[src/rtl/mem_stage.sv]
// Memory stage: registers execute results, runs load/store accesses over a req/ack bus,
// and hands completed results to writeback. Stalls upstream while a request waits for ack.
module mem_stage (
  input  logic        CLK,
  input  logic        nRESET,
  input  logic [31:0] ALUResultE,
  input  logic [31:0] WriteDataE,
  input  logic [4:0]  RdE,
  input  logic [2:0]  Funct3E,
  input  logic        ValidE,
  input  logic        RegWriteE,
  input  logic        MemReadE,
  input  logic        MemWriteE,
  input  logic [31:0] DMemRData,
  input  logic        DMemAck,
  output logic        DMemReq,
  output logic        DMemWe,
  output logic [31:0] DMemAddr,
  output logic [3:0]  DMemBE,
  output logic [31:0] DMemWData,
  output logic        StallM,
  output logic [31:0] ResultW,
  output logic [4:0]  RdW,
  output logic        RegWriteW,
  output logic        ValidW,
  output logic        FaultW
);

  localparam logic [0:0] IDLE   = 1'b0;
  localparam logic [0:0] ACCESS = 1'b1;

  logic [0:0]  state;
  logic        m_valid;
  logic        m_regwrite;
  logic        m_memread;
  logic        m_memwrite;
  logic [31:0] m_alu;
  logic [31:0] m_wdata;
  logic [4:0]  m_rd;
  logic [2:0]  m_funct3;

  logic        m_store;
  logic        m_load;
  logic        m_memop;
  logic        f3_ok;
  logic        misalign;
  logic        m_fault;
  logic        acc;
  logic        w_fire;
  logic [7:0]  ld_byte;
  logic [15:0] ld_half;
  logic [31:0] ld_ext;
  logic [3:0]  st_be;
  logic [31:0] st_data;

  // A write qualifier takes precedence if execute ever raises both read and write.
  assign m_store = m_memwrite;
  assign m_load  = m_memread & ~m_memwrite;
  assign m_memop = m_valid & (m_memread | m_memwrite);

  always_comb begin
    f3_ok = 1'b0;
    case (m_funct3)
      3'b000, 3'b001, 3'b010: f3_ok = 1'b1;
      3'b100, 3'b101:         f3_ok = ~m_store;
      default:                f3_ok = 1'b0;
    endcase
  end

  always_comb begin
    misalign = 1'b0;
    case (m_funct3[1:0])
      2'b01:   misalign = m_alu[0];
      2'b10:   misalign = |m_alu[1:0];
      default: misalign = 1'b0;
    endcase
  end

  assign m_fault = m_memop & (~f3_ok | misalign);
  assign acc     = (state == ACCESS) & ~m_fault;
  assign StallM  = acc & ~DMemAck;
  assign w_fire  = m_valid & ~StallM;

  always_comb begin
    ld_byte = DMemRData[7:0];
    case (m_alu[1:0])
      2'd0: ld_byte = DMemRData[7:0];
      2'd1: ld_byte = DMemRData[15:8];
      2'd2: ld_byte = DMemRData[23:16];
      2'd3: ld_byte = DMemRData[31:24];
      default: ld_byte = DMemRData[7:0];
    endcase
    ld_half = m_alu[1] ? DMemRData[31:16] : DMemRData[15:0];
  end

  always_comb begin
    ld_ext = DMemRData;
    case (m_funct3)
      3'b000:  ld_ext = {{24{ld_byte[7]}}, ld_byte};
      3'b001:  ld_ext = {{16{ld_half[15]}}, ld_half};
      3'b100:  ld_ext = {24'd0, ld_byte};
      3'b101:  ld_ext = {16'd0, ld_half};
      default: ld_ext = DMemRData;
    endcase
  end

  always_comb begin
    st_be   = 4'b1111;
    st_data = m_wdata;
    case (m_funct3[1:0])
      2'b00: begin
        st_be   = 4'b0001 << m_alu[1:0];
        st_data = {4{m_wdata[7:0]}};
      end
      2'b01: begin
        st_be   = 4'b0011 << m_alu[1:0];
        st_data = {2{m_wdata[15:0]}};
      end
      default: begin
        st_be   = 4'b1111;
        st_data = m_wdata;
      end
    endcase
  end

  // Bus outputs come straight from the M registers, so they stay stable until ack.
  assign DMemReq   = acc;
  assign DMemWe    = acc & m_store;
  assign DMemAddr  = acc ? {m_alu[31:2], 2'b00} : 32'd0;
  assign DMemBE    = acc ? st_be : 4'd0;
  assign DMemWData = (acc & m_store) ? st_data : 32'd0;

  always_ff @(posedge CLK) begin
    if (!nRESET) begin
      state      <= IDLE;
      m_valid    <= 1'b0;
      m_regwrite <= 1'b0;
      m_memread  <= 1'b0;
      m_memwrite <= 1'b0;
      m_alu      <= 32'd0;
      m_wdata    <= 32'd0;
      m_rd       <= 5'd0;
      m_funct3   <= 3'd0;
      ResultW    <= 32'd0;
      RdW        <= 5'd0;
      RegWriteW  <= 1'b0;
      ValidW     <= 1'b0;
      FaultW     <= 1'b0;
    end else begin
      if (!StallM) begin
        state      <= (ValidE & (MemReadE | MemWriteE)) ? ACCESS : IDLE;
        m_valid    <= ValidE;
        m_regwrite <= ValidE & RegWriteE;
        m_memread  <= ValidE & MemReadE;
        m_memwrite <= ValidE & MemWriteE;
        m_alu      <= ALUResultE;
        m_wdata    <= WriteDataE;
        m_rd       <= RdE;
        m_funct3   <= Funct3E;
      end
      ValidW    <= w_fire;
      FaultW    <= w_fire & m_fault;
      RegWriteW <= w_fire & ~m_fault & (m_memop ? m_load : m_regwrite);
      if (w_fire) begin
        ResultW <= (m_memop & m_load) ? ld_ext : m_alu;
        RdW     <= m_rd;
      end
    end
  end

endmodule

[config.mk]
export PLATFORM = sky130hd
export DESIGN_NAME = mem_stage
export DESIGN_NICKNAME = d
export VERILOG_FILES = /design/src/rtl/mem_stage.sv
export SDC_FILE = /design/constraint.sdc
export NUM_CORES = 1
export LEC_CHECK = 0
export BUFFER_PORTS_ARGS = -buffer_cell sky130_fd_sc_hd__buf_2
export CAP_MARGIN = 20
export CORE_ASPECT_RATIO = 0.75
export CORE_MARGIN = 5
export CORE_UTILIZATION = 35
export CTS_CLUSTER_SIZE = 14
export DETAILED_ROUTE_END_ITERATION = 8
export SLEW_MARGIN = 0
export SYNTH_ARGS = -nofsm -noshare
export SYNTH_HDL_FRONTEND = slang
export SYNTH_SLANG_ARGS = --single-unit
[constraint.sdc]
create_clock -name CLK -period 2.8 [get_ports CLK]
set_clock_uncertainty 0.2 [all_clocks]
set_input_delay 0.14 -clock CLK [delete_from_list [all_inputs] [get_ports CLK]]
set_output_delay 0.14 -clock CLK [all_outputs]
set_load 0.1 [all_outputs]
Yosys cells after proc, flatten, opt, wreduce, memory -nomap -nowiden
Cells that the tools add are included.

Shifts and indexed selects: 2. Bitwise gates (word level): 23. Muxes and demuxes: 13. Reduce and logical (&&, ||, !) cells: 6. Eq/ne operators: 9.

Operators with widths (count): $pmux 32 s4 (1); $mux 32 (3); $pmux 32 s2 (1); $pmux 8 s4 (1); $mux 16 (1); $and 1x1->1 (15); $pmux 4 s2 (1); $eq 2x2->1 const B (3); $eq 3x3->1 const B (2); $not 1->1 (5); $eq 2x1->1 const B (2); $logic_not 2->1 (2); $mux 4 (1); $pmux 1 s2 (2); $reduce_or 2->1 (2); $shl 1x2->4 const A (1); $shl 2x2->4 const A (1); $eq 3x1->1 const B (1); $eq 3x2->1 const B (1); $logic_not 3->1 (1); $or 1x1->1 (3); $reduce_or 3->1 (1); $mux 1 (2).

Output and inout port bits: 111. Word-level logic and storage cells: 67. Register bits: 117. Input bits: 111.

Longest topological paths before layout
Depth in word-level cells: 13. Depth in mapped cells: 11. Depth with buffers taken out: 8.

Worst setup path after synthesis
OpenSTA, ideal clock, no wires.

Path type: reg-to-output. Start point: reg m_funct3[0]. End point: out DMemWData[27]. Data arrival time: 3.046 ns. Setup slack: -0.586 ns. Stages on the path, launching flop included: 9. Path through: dfxtp_1 > inv_1 > ha_1 > nor2_4 > o22ai_1 > and3_1 > o211ai_1 > clkbuf_1 > a31oi_1.

Cells in the longest elaborated chain, start to end: 10. Elaborated cells on any way between the ends: 20.

RTL lines: from (decl) (RTL line 40) `logic [2:0] m_funct3;`; from (signal assigned) (RTL line 159) `m_funct3 <= Funct3E;`; $eq 3x1->1 (tied with other cells) (RTL line 63) `case (m_funct3)`; $reduce_or 3->1 / $reduce_or 2->1 (equally long branches) (RTL line 63); $pmux 1 s2 (RTL line 63); $not 1->1 (RTL line 79) `assign m_fault = m_memop & (~f3_ok | misalign);`; $or 1x1->1 (RTL line 79); $and 1x1->1 (RTL line 79); $not 1->1 (RTL line 80) `assign acc = (state == ACCESS) & ~m_fault;`; $and 1x1->1 (RTL line 80); $and 1x1->1 (RTL line 131) `assign DMemWData = (acc & m_store) ? st_data : 32'd0;`; $mux 32 * (RTL line 131); to (decl) (RTL line 20) `output logic [31:0] DMemWData,`.

Mark *: on every way between the ends. The rest lies on a longest branch, timed or not.

Worst setup path after layout
Start point: reg m_funct3[0]. End point: out DMemWData[12].

The elaborated chain is that of the path after synthesis.

==> impl_results.md <==
- Detail Route Antenna Nets: 0
- Layout cells sized above 1: 0.295
- Multi-input gate area: about 3400 um2
- Largest net degree at the start of global routing: 68
- Core area: ~17000 um2
- Overall power: 5070 uW
- Filler Cell Count: 1477
- Synthesized flop and latch total: approximately 120
- Dpl hpwl: roughly 16000 um
- Max rail drop VDD: approximately 0.3 mV
- Initial antenna violation count: 4
- Seq/Total Area, Yosys: 0.397
- Initial core utilization: 0.354
- Worst-Margin Slew: roughly 0.59 ns
- DIE AREA: just under 20000 um2
- Synth Instances: 811
- Synth cell types: between 40 and 50
- Clk slew on worst S/H paths: 0.06 ns
- Top cell type's share of synthesized area: 0.397
- H-tree levels: 4
- Final Hold Viols: 0
- Hold WC Path Type: in -> reg
- Root buffer cell: clkbuf_16
- Top_reg_cell synth: dfxtp_1
- Fin crit period: 2.73 ns
- Die height: around 120 um
- Final design utilization: 0.576
- Tcrit/Tclk final: 0.976
- P_int: ~3400 uW
- Relative slew slack: 0.594
- Avg Cell Area, Syn: a little over 7 um2
- Die width: 160 um
- Startpoint types: flip-flop
- Clock sink total: roughly 120
- Clock power share: 0.406
- Remaining Overflow, GRT: 0
- DR WL/cell: roughly 17 um
- Post-synth EDFFs: 0
- Area contributors post-synth: dfxtp_1 40%, nand2_1 14%, nand3_1 7.6%, o21ai_0 5.9%, and3_1 3.4%
- Vias per std cell: 5.15
- Endpoint class of the critical path: output pin
- Total GRT Usage: 0.229
- Design Area, Final: 9600 um2
- Status: finished clean
- Clock Latency Late Sink: 0.42 ns
- Sw frac: 0.329
- Crit path kind: reg -> out
- Vias: 7050
- Initial DRC count: 443
- CTS tree: yes
- Post-synth ARST share: 0
- Comb power frac: 0.229
- Yosys top cell by area: dfxtp_1
- Critical path fanouts, max: 24
- Area of the mapped netlist: 5890 um2
- Final setup violation count: 0
- I/O Pins: between 200 and 250
- CTS buffer count: 17
- Placer Congestion: roughly 0.9
- Vias in the first global route: around 6600
- Fmax: between 300 and 400 MHz
- Drt pass-1 iters: 5
- FF/Latch Area: about 2300 um2
- Yosys Warn Count: 0
- Drt drc: 0
- Detailed Route WL: 23900 um
- CP required: between 2 and 2.5 ns
- Worst-case hold slack: between 0.02 and 0.025 ns
- First-pass GRT wire length: 35700 um
- Crit path arrival time: around 2.4 ns
- Nets@finish: 1252
- Final std cells w/o fill: 1368
- Max Cap Viol: 0
- Power per Cell Area: 528 nW/um2
- Max clock buf depth: 2
- Max-slew violations: 0
- Leak pwr: 0.00404 uW
- Layout area overhead: 62.8%
- DP Cell Count: around 1200
- Number of placement rows: 41
- Cell Area, Placed: between 7000 and 8000 um2
- Switching pwr: about 1700 uW
- Port bufs: approximately 220
- Sequential share of power: 0.365
sequential cells by signal, summed over array words and instances (netlist names), 3 cells and up:
signal,count
m_rd,5
m_alu,32
m_funct3,3
RdW,5
ResultW,32
m_wdata,32
per-stage QoR:
stage,TNS [ns],worst slack (ns)
finish,0,0.0685
global route,-0.158,-0.0625
CTS,0,0.00497
detailed placement,0,0.235
global placement,0,0.258
floorplan,-8.97,-0.520
area by class of cell:
class,instances,share of cell area
timing repair buffer,384,0.315
multi-input combinational,608,0.349
sequential,117,0.245
inverter,9,0.00391
clock inverter,12,0.0112
timing repair inverter,1,0.000522
antenna,2,0.000522
tap,215,0.0280
clock buffer,20,0.0465
power groups by stage:
stage                     Combinational (uW)  Clock, uW  Sequential (uW)
after floorplan                          538          0             2030
after global placement                   964          0             1880
after detailed placement                 967          0             1880
after CTS                               1120       2090             1840
after global routing                    1240       2160             1860
final                                   1160       2060             1850
worst max-delay path, cell delays in order, from the launching register on:
cell	delay [ns]
dfxtp_4	0.37
inv_2	0.06
ha_1	0.21
o211ai_1	0.21
and3_1	0.21
o211ai_1	0.08
buf_4	0.18
buf_12	0.17
a21oi_1	0.16
buf_4	0.32
path summary, 6_finish.rpt:
| kind | startpoint | endpoint | slack, ns | cells after the start |
|---|---|---|---|---|
| max | m_funct3[0] | DMemWData[12] | 0.07 | 9 |
| min reg2reg | RdW[4] | RdW[4] | 0.25 | 2 |
| max reg2reg | m_funct3[0] | ResultW[0] | 0.19 | 9 |
| min | DMemRData[1] | ResultW[1] | 0.02 | 4 |
cell families (layout without fill, tap and decap cells):
| group | Yosys count | in the layout | share of synthesized area |
|---|---|---|---|
| AND/OR/NAND/NOR | 377 | 378 | 0.283 |
| AO/OA/AOI/OAI | 215 | 215 | 0.223 |
| flip-flops | 117 | 117 | 0.397 |
| buffers and inverters | 88 | 426 | 0.0711 |
| multiplexers | 10 | 10 | 0.0185 |
| adder cells (fa/ha/maj) | 3 | 3 | 0.00637 |
| other | 1 | 4 | 0.000636 |
Yosys cell counts, drive strengths merged, types with 5 or more instances:
master,n
nand3,89
nor2,13
dfxtp,117
o221ai,5
buf,30
o2111ai,22
and2,9
o21ai,92
a21boi,23
and3,32
nand2,223
clkbuf,49
inv,9
a31oi,8
mux2,7
a21oi,39
a22oi,9
cell usage in the layout (no fill, tap or decap), types with 20 or more instances in the layout:
master	n
clkbuf_4	29
buf_2	155
dlygate4sd3_1	131
a21boi_1	20
and3_1	31
o2111ai_1	22
nand3_1	89
buf_4	39
o21ai_0	70
o21ai_1	22
dfxtp_1	115
nand2_1	222
a21oi_1	24
what timing repair did:
| item | 4_1_cts | 5_1_grt |
|---|---|---|
| pin swaps | 1 | 4 |
| hold buffers | 131 | 0 |
| endpoints found under the hold margin | 107 | 0 |
| setup buffers | 2 | 7 |
| endpoints found under the setup margin | 42 | 68 |
| resized for setup | 29 | 82 |
| gates cloned | 1 | 1 |
metal layers:
metal | up-vias | wire length (um) | track usage
li1 | 3488 | - | -
met2 | 300 | 9940 | 0.331
met3 | 63 | 2010 | 0.0772
met1 | 3195 | 11100 | 0.319
met5 | - | 14 | 0
met4 | 4 | 817 | 0.0822
No activity file was read; power rests on OpenSTA's default activity.
